**config.mk**
```make
export PLATFORM = sky130hd
export DESIGN_NAME = tone_sequencer
export DESIGN_NICKNAME = d
export VERILOG_FILES = /design/src/rtl/tone_pkg.sv /design/src/rtl/tone_gen.sv /design/src/rtl/tone_sequencer.sv
export SDC_FILE = /design/constraint.sdc
export NUM_CORES = 1
export LEC_CHECK = 0
export CORE_MARGIN = 1
export CORE_UTILIZATION = 30
export CTS_CLUSTER_DIAMETER = 150
export DETAILED_ROUTE_END_ITERATION = 10
export GPL_ROUTABILITY_DRIVEN = 0
export PLACE_DENSITY = 0.51
export SLEW_MARGIN = 25
export SYNTH_ARGS = -nofsm -noshare
export SYNTH_HDL_FRONTEND = slang
export SYNTH_SLANG_ARGS = --single-unit
```
**constraint.sdc**
```tcl
create_clock -name CLK0 -period 5.9 [get_ports CLK0]
set_clock_uncertainty 0.15 [all_clocks]
set_input_delay 1.18 -clock CLK0 [delete_from_list [all_inputs] [get_ports CLK0]]
set_output_delay 1.18 -clock CLK0 [all_outputs]
set_load 0.05 [all_outputs]
```
**src/rtl/tone_pkg.sv**
```systemverilog
// Shared types for the tone sequencer: FSM state encoding and default C4..B5
// half-periods at 50 MHz for board software that preloads the tone table.
package tone_pkg;

   typedef enum logic [1:0] {
      IDLE  = 2'd0,
      PLAY  = 2'd1,
      PAUSE = 2'd2
   } state_e;

   localparam int unsigned HP_C4 = 95556;
   localparam int unsigned HP_D4 = 85131;
   localparam int unsigned HP_E4 = 75843;
   localparam int unsigned HP_F4 = 71586;
   localparam int unsigned HP_G4 = 63776;
   localparam int unsigned HP_A4 = 56818;
   localparam int unsigned HP_B4 = 50619;
   localparam int unsigned HP_C5 = 47778;
   localparam int unsigned HP_D5 = 42566;
   localparam int unsigned HP_E5 = 37922;
   localparam int unsigned HP_F5 = 35793;
   localparam int unsigned HP_G5 = 31888;
   localparam int unsigned HP_A5 = 28409;
   localparam int unsigned HP_B5 = 25310;

   // Note codes 1..14 map to C4..B5 in order; code 0 is a rest.
   localparam int unsigned DEFAULT_HP [14] = '{
      HP_C4, HP_D4, HP_E4, HP_F4, HP_G4, HP_A4, HP_B4,
      HP_C5, HP_D5, HP_E5, HP_F5, HP_G5, HP_A5, HP_B5
   };

   // Halving a half-period raises the pitch by one octave, keeping the note name.
   function automatic int unsigned fit_hp(int unsigned hp, int unsigned tone_w);
      int unsigned v;
      v = hp;
      if (tone_w < 32) begin
         for (int unsigned i = 0; i < 32; i++) begin
            if (v >= (32'd1 << tone_w)) v = v >> 1;
         end
      end
      return v;
   endfunction

   function automatic int unsigned default_hp(int unsigned code, int unsigned tone_w);
      if (code == 0 || code > 14) return 0;
      return fit_hp(DEFAULT_HP[code - 1], tone_w);
   endfunction

endpackage

```
**src/rtl/tone_gen.sv**
```systemverilog
// Square-wave generator: output toggles every hp_i enabled cycles; restart_i
// re-phases the wave, freeze_i holds the phase while silencing the output.
module tone_gen #(
   parameter int unsigned TONE_W = 16
) (
   input  logic              clk_i,
   input  logic              rst_ni,
   input  logic [TONE_W-1:0] hp_i,
   input  logic              enable_i,
   input  logic              restart_i,
   input  logic              freeze_i,
   output logic              spk_o
);

   logic [TONE_W-1:0] cnt_q, cnt_d;
   logic              phase_q, phase_d;

   always_comb begin
      cnt_d   = cnt_q;
      phase_d = phase_q;
      if (restart_i || (!enable_i && !freeze_i)) begin
         cnt_d   = '0;
         phase_d = 1'b0;
      end else if (enable_i) begin
         // >= rather than == so a shrinking table entry cannot strand the counter.
         if (cnt_q >= hp_i - TONE_W'(1)) begin
            cnt_d   = '0;
            phase_d = ~phase_q;
         end else begin
            cnt_d = cnt_q + TONE_W'(1);
         end
      end
   end

   always_ff @(posedge clk_i or negedge rst_ni) begin
      if (!rst_ni) begin
         cnt_q   <= '0;
         phase_q <= 1'b0;
      end else begin
         cnt_q   <= cnt_d;
         phase_q <= phase_d;
      end
   end

   assign spk_o = phase_q & enable_i;

endmodule

```
**src/rtl/tone_sequencer.sv**
```systemverilog
// Loadable song player: song memory, tone table, beat FSM and speaker drive.
// Optional macro NOTE_GAP_EN silences the first GAP_CYC cycles of every note.
module tone_sequencer
   import tone_pkg::*;
#(
   parameter int unsigned BEAT_DIV = 12500000,
   parameter int unsigned DEPTH    = 32,
   parameter int unsigned AW       = 5,
   parameter int unsigned NOTE_W   = 4,
   parameter int unsigned TONE_W   = 16,
   parameter int unsigned GAP_CYC  = 1250000
) (
   input  logic              CLK0,
   input  logic              RST0,
   input  logic              wr_en,
   input  logic [AW-1:0]     wr_addr,
   input  logic [NOTE_W-1:0] wr_data,
   input  logic              tbl_we,
   input  logic [NOTE_W-1:0] tbl_addr,
   input  logic [TONE_W-1:0] tbl_data,
   input  logic [AW-1:0]     len,
   input  logic              start,
   input  logic              pause,
   input  logic              loop,
   output logic              SPK_KX,
   output logic [NOTE_W-1:0] LED,
   output logic [AW-1:0]     idx,
   output logic              busy,
   output logic              done
);

   localparam int unsigned BW = $clog2(BEAT_DIV);

`ifdef NOTE_GAP_EN
   localparam bit GAP_ON = 1'b1;
`else
   localparam bit GAP_ON = 1'b0;
`endif

   state_e            state_q, state_d;
   logic [BW-1:0]     beat_q, beat_d;
   logic [AW-1:0]     idx_q, idx_d, idx_nxt;
   logic [NOTE_W-1:0] note_q, note_d;
   logic              done_q, done_d;
   logic              note_start;

   logic [NOTE_W-1:0] song_q [DEPTH];
   logic [TONE_W-1:0] tbl_q  [2**NOTE_W];

   logic [TONE_W-1:0] hp;
   logic              gap;
   logic              tone_en;
   logic              spk;

   always_ff @(posedge CLK0 or negedge RST0) begin
      if (!RST0) begin
         for (int unsigned i = 0; i < DEPTH; i++) song_q[i] <= '0;
      end else if (wr_en && (32'(wr_addr) < DEPTH)) begin
         song_q[wr_addr] <= wr_data;
      end
   end

   always_ff @(posedge CLK0 or negedge RST0) begin
      if (!RST0) begin
         for (int unsigned i = 0; i < 2**NOTE_W; i++) tbl_q[i] <= '0;
      end else if (tbl_we) begin
         tbl_q[tbl_addr] <= tbl_data;
      end
   end

   // An over-long len never matches idx, so the index just wraps at DEPTH-1.
   assign idx_nxt = (idx_q == AW'(DEPTH - 1)) ? '0 : idx_q + AW'(1);

   always_comb begin
      state_d    = state_q;
      beat_d     = beat_q;
      idx_d      = idx_q;
      note_d     = note_q;
      done_d     = 1'b0;
      note_start = 1'b0;
      if (start) begin
         state_d    = PLAY;
         beat_d     = '0;
         idx_d      = '0;
         note_d     = song_q[0];
         note_start = 1'b1;
      end else begin
         case (state_q)
            PLAY: begin
               if (pause) begin
                  state_d = PAUSE;
               end else if (beat_q == BW'(BEAT_DIV - 1)) begin
                  beat_d = '0;
                  if (idx_q != len) begin
                     idx_d      = idx_nxt;
                     note_d     = song_q[idx_nxt];
                     note_start = 1'b1;
                  end else if (loop) begin
                     idx_d      = '0;
                     note_d     = song_q[0];
                     note_start = 1'b1;
                  end else begin
                     state_d = IDLE;
                     idx_d   = '0;
                     note_d  = '0;
                     done_d  = 1'b1;
                  end
               end else begin
                  beat_d = beat_q + BW'(1);
               end
            end
            PAUSE: begin
               if (!pause) state_d = PLAY;
            end
            default: ;
         endcase
      end
   end

   always_ff @(posedge CLK0 or negedge RST0) begin
      if (!RST0) begin
         state_q <= IDLE;
         beat_q  <= '0;
         idx_q   <= '0;
         note_q  <= '0;
         done_q  <= 1'b0;
      end else begin
         state_q <= state_d;
         beat_q  <= beat_d;
         idx_q   <= idx_d;
         note_q  <= note_d;
         done_q  <= done_d;
      end
   end

   assign hp      = tbl_q[note_q];
   assign gap     = GAP_ON && (beat_q < BW'(GAP_CYC));
   assign tone_en = (state_q == PLAY) && (note_q != '0) && (hp != '0) && !gap;

   tone_gen #(
      .TONE_W(TONE_W)
   ) u_tone_gen (
      .clk_i     (CLK0),
      .rst_ni    (RST0),
      .hp_i      (hp),
      .enable_i  (tone_en),
      .restart_i (note_start),
      .freeze_i  (state_q == PAUSE),
      .spk_o     (spk)
   );

   assign SPK_KX = spk;
   assign busy   = (state_q != IDLE);
   assign LED    = busy ? note_q : '0;
   assign idx    = idx_q;
   assign done   = done_q;

endmodule

```
## Yosys cells after proc, flatten, opt, wreduce, memory -nomap -nowiden

Cells that the tools add are included.

| cells by class | value |
|---|---|
| $add $sub $neg | 4 |
| order comparisons | 7 |
| equality and inequality tests | 10 |
| muxes and demuxes | 54 |
| bitwise operators | 6 |
| reduce and logical (&&, ||, !) cells | 20 |

Operator list:

| operator | number |
|---|---|
| $bwmux W256 | 1 |
| $bwmux W128 | 1 |
| $mux W16 | 6 |
| $mux W24 | 4 |
| $bmux W16 S4 | 1 |
| $demux W16 S4 | 1 |
| $mux W4 | 10 |
| $mux W5 | 6 |
| $add A24 B1 Y24 const B | 1 |
| $eq A24 B24 Y1 const B | 1 |
| $bmux W4 S5 | 1 |
| $demux W4 S5 | 1 |
| $add A16 B1 Y16 const B | 1 |
| $ge A16 B16 Y1 | 1 |
| $reduce_bool A16 Y1 | 1 |
| $sub A16 B1 Y16 const B | 1 |
| $mux W1 | 15 |
| $ge A6 B6 Y1 const B | 2 |
| $mux W2 | 6 |
| $ne A4 B4 Y1 const B | 3 |
| $not A5 Y6 | 2 |
| $ge A5 B5 Y1 const B | 2 |
| $not A4 Y5 | 2 |
| $reduce_bool A2 Y1 | 5 |
| 20 further kinds | 26 |

| word-level totals | value |
|---|---|
| flip-flop bits (word level) | 437 |
| bits of input ports | 41 |
| logic and storage cells | 156 |

## Logic depth before layout (Yosys ltp)

| depth | value |
|---|---|
| depth in word-level cells | 11 |
| gate-level depth with buffers | 22 |

## Hierarchy

A second synthesis with hierarchy kept.

| unflattened totals | value |
|---|---|
| cell total of the unflattened synthesis | 1532 |
| area total of the unflattened synthesis | 20938.8 sq um |

Modules (own cells, without submodules):

| module | times used | cells an instance | area each (sq um) |
|---|---|---|---|
| tone_sequencer | 1 | 1367 | 19508.7 |
| tone_gen | 1 | 165 | 1430.1 |

## Least setup slack after synthesis

OpenSTA, ideal clock, no wires.

| path | value |
|---|---|
| kind | reg-to-reg |
| from | register note_q[0] |
| to | register u_tone_gen.cnt_q[10] |
| arrival time | 4.205 ns |
| data required time | 5.685 ns |
| path slack | 1.481 ns |
| cell stages (with the launch flop) | 22 |
| cells stage by stage | dfrtp_1 > buf_6 > buf_6 > buf_2 > mux4_2 > mux2i_1 > nand2_1 > o21ai_0 > ha_1 > nand3_1 > nand2b_1 > nor3b_1 > xor2_1 > ha_1 > a21o_1 > a21oi_1 > o21ai_0 > a21o_1 > clkbuf_1 > clkbuf_1 > nor4b_1 > o22a_1 |

| on the way | value |
|---|---|
| word-level cells in the longest chain between the ends | 10 |
| elaborated cells between the ends (all ways) | 17 |

Ends and longest elaborated chain:

| what | RTL line | RTL |
|---|---|---|
| start, declared | tone_sequencer.sv:43 | `logic [NOTE_W-1:0] note_q, note_d;` |
| start signal, assigned | tone_sequencer.sv:131 | `note_q <= note_d;` |
| branches (longest 10 deep; another with $sub A16 B1 Y16) | -- |  |
| end signal, assigned | tone_gen.sv:40 | `cnt_q <= cnt_d;` |
| end, declared | tone_gen.sv:15 | `logic [TONE_W-1:0] cnt_q, cnt_d;` |

Parallel ways; which one is timed is not known. The select of a mux whose other input is x is not followed.
A chain may end at the register's enable or synchronous reset.

## Worst setup path after layout

| path | value |
|---|---|
| from | register note_q[1] |
| to | output port SPK_KX |

| on the way | value |
|---|---|
| word-level cells in the longest chain between the ends | 7 |
| elaborated cells between the ends (all ways) | 9 |

Ends and longest elaborated chain:

| what | RTL line | RTL |
|---|---|---|
| $not A4 Y5 (not written as such) | tone_sequencer.sv:136 | `assign hp = tbl_q[note_q];` |
| $bmux W16 S4 | tone_sequencer.sv:136 |  |
| $mux W16 (not written as such) (2 in series) | tone_sequencer.sv:136 |  |
| $reduce_bool A16 Y1 | tone_sequencer.sv:138 | `assign tone_en = (state_q == PLAY) && (note_q != '0) && (hp != '0) && !gap;` |
| $logic_and A1 B1 Y1 (*) | tone_sequencer.sv:138 |  |
| $and A1 B1 Y1 (*) | tone_gen.sv:45 | `assign spk_o = phase_q & enable_i;` |
| end, declared | tone_sequencer.sv:25 | `output logic SPK_KX,` |

Every way passes the cells marked *; elsewhere a longest branch is shown, timed or not. The select of a mux whose other input is x is not followed.

==> run metrics <==
fraction of layout cells with a size suffix above 1 39.0%; Final Hold Vio Count 0; Initial Utilization 30.3%; input/output buffers 52; combinational power share 19.2%; utilization after layout 35.2%; largest family of logic cells by synthesized area multiplexers; Setup CP Type reg2out; final worst-path cycle share 90.6%; CP Launch Type flip-flop; mux contribution to synthesized area 32.3%; First-pass DRT Iterations 5; total negative slack 0 ps; maxcap violations 0; Setup violations, final 0; io pins 53; first-pass GRT wire length 83.8 mm; Ys Warns 0; Int Power 6.66 mW; drt wl/cell 20.9 um; critical path's largest stage delay approximately 830 ps; critical path's top delay family compound AO/OA/AOI/OAI gates; Residual DRC 0; post-synth top area share 51.5%; Synth Area per Inst 13.7 um^2; antenna cell count 0; Final ANT Viol Nets 0; fin worst setup slack 553 ps; Area contributors post-synth dfrtp_1 51%, mux2_2 21%, mux4_2 9.5%, mux2i_1 1.7%, nand2_1 1.4%; Die Ht between 200 and 300 um; Root Driver clkbuf_16; Adder-Cell Fraction of Synth Area 1.30%; global-route usage over all layers 15.3%; clock network power share roughly 37%; die area ~70000 um^2; post-synth cell types 61; Post-CTS Hold Fix Bufs 0; RSZ-0062 raised after global routing false; hpwl dp roughly 34 mm; Sw Share 26.5%; Switching Power 2.40 mW; Post-Synth XOR/XNOR Area 1.57%; CTS resizes 0; Post-CTS Setup Bufs 0; DR iter-0 viols 779; largest net degree at the start of global routing roughly 130; Worst Path Buf+Inv 2; CTS buffer count 49; Critical-path top delay cell dfrtp_4; vias in the first global route 13500; Hold Path Class reg2reg; core box area ~70000 um^2; area delta synth->final 16.1%; WP data required 4570 ps; global-route congestion overflow total 0; clk_lat worst skew just under 600 ps; Via density 5.02; die width ~270 um; Sink Count 437; initial antenna violation count 2; routed vias between 10000 and 15000; CTS tree yes; largest fanout on the critical path 27; Mapped Cells 1546; clk buf depth 3; Netlist Area Pre-Place 21200 um^2; top cells by count, synth 437 x dfrtp_1, 396 x mux2_2, 90 x mux4_2; measured slew at the worst slew-check pin 946 ps; Final Slew Violations 0; syn_nets 1609; EDFF count, synth 0; top_reg_cell synth dfrtp_1; Rel. slew slack 36.8%; post-synthesis async set-or-reset flop share 100%; achievable frequency 187 MHz; Power, Total between 9 and 10 mW; cell with the most instances after synthesis dfrtp_1; sequential share of power 43.3%; leakage power 10.4 nW; Seq/Total Area, Yosys 51.5%; CP Data Arrival Time 4020 ps; Max VDD drop 0.000211 V; post-synthesis register bit count 437; Power Density between 300 and 400 nW/um^2; fin crit period 5350 ps; Post-Route WL 53.5 mm; outcome finished clean; Compound-Gate Fraction of Synth Area roughly 4.0%; nets 1646; area leader, netlist dfrtp_1; clock slew at reported path FFs 60 ps; pre-CTS setup slack 595 ps; cell repeated most along the worst path buf_4; Setup crit end kind output pin; crit path cell chain buf_4, mux4_2, mux2_2, a311o_1, a21oi_1, nand4_1, o31ai_4, nor2_1, buf_4; H-tree depth 2; Site Rows 97; post-synthesis simple-gate area fraction under 10%
[stage by stage]
step | area (um^2) | hold slack (ps) | instances
final | 24700 | 328 | 2564
after global routing | 24700 | 356 | 2564
after CTS | 24700 | 331 | 2564
after detailed placement | 22800 | 319 | 2472
after global placement | 22800 | 315 | 2472
after floorplan | 21200 | 288 | 1546
[power by group through the flow]
stage / clock (mW) / combinational (mW) / sequential, mW
global route: 3.61 / 1.91 / 4.01
CTS: 3.49 / 1.77 / 3.92
detailed placement: 0 / 1.76 / 3.98
floorplan: 0 / 1.36 / 3.82
global placement: 0 / 1.72 / 3.95
finish: 3.39 / 1.74 / 3.93
[layout make-up]
class | count | area (um^2)
Multi-Input combinational cell | 998 | 9890
Timing Repair Buffer | 82 | 776
Clock buffer | 66 | 1420
Sequential cell | 437 | 10900
Tap cell | 940 | 1180
Clock inverter | 26 | 397
Inverter | 15 | 56.3
Fill cell | 6689 | 45400
[flip-flops by register name, indices dropped and copies added (netlist names)]
name                count
tbl_q                 256
state_q                 2
note_q                  4
done                    1
beat_q                 24
u_tone_gen.cnt_q       16
idx                     5
u_tone_gen.phase_q      1
song_q                128
[placed cells by master (no fill, tap or decap), types with 12 or more instances in the layout]
master           Yosys  layout
mux4_2              90      90
nand2_1             77      77
clkdlybuf4s50_1      0      48
o21ai_0             18      18
clkbuf_8             0      13
dfrtp_1            437     433
buf_4                5      28
ha_1                22      21
xor2_1              26      26
and3_1              17      17
inv_1               14      14
clkbuf_16            0      49
xnor2_1             12      12
mux2_2             396     396
mux2i_1             37      37
nor4_1              15      15
a21oi_1             19      19
nor2_1              72      62
nand2b_1            13      12
a21o_1              12      12
nand3_1             30      30
[routing by layer]
metal	global-route usage, %	share of wire, %
met1	20.8	45
met2	25.1	49
met3	2.33	3.5
met4	4.56	2.5
met5	0	0.050
[worst paths after layout]
path,startpoint,end,slack (ps),cells after the start
setup / recovery,note_q[1],SPK_KX,550,9
hold / removal,beat_q[23],beat_q[23],330,1
setup reg to reg,note_q[0],u_tone_gen.cnt_q[0],590,17
hold reg to reg,beat_q[23],beat_q[23],330,1
max in group asynchronous,RST0,tbl_q[232],3780,2
min in group asynchronous,RST0,tbl_q[117],500,1
[cell families (layout without fill, tap and decap cells)]
| kind of cell | after synthesis | after routing |
|---|---|---|
| simple gates | 299 | 299 |
| flops | 437 | 437 |
| xor+xnor | 38 | 38 |
| fa+ha+maj | 22 | 22 |
| compound gates | 116 | 116 |
| mux | 523 | 523 |
| buf+inv | 111 | 189 |
(Power assumes the default switching activity.)
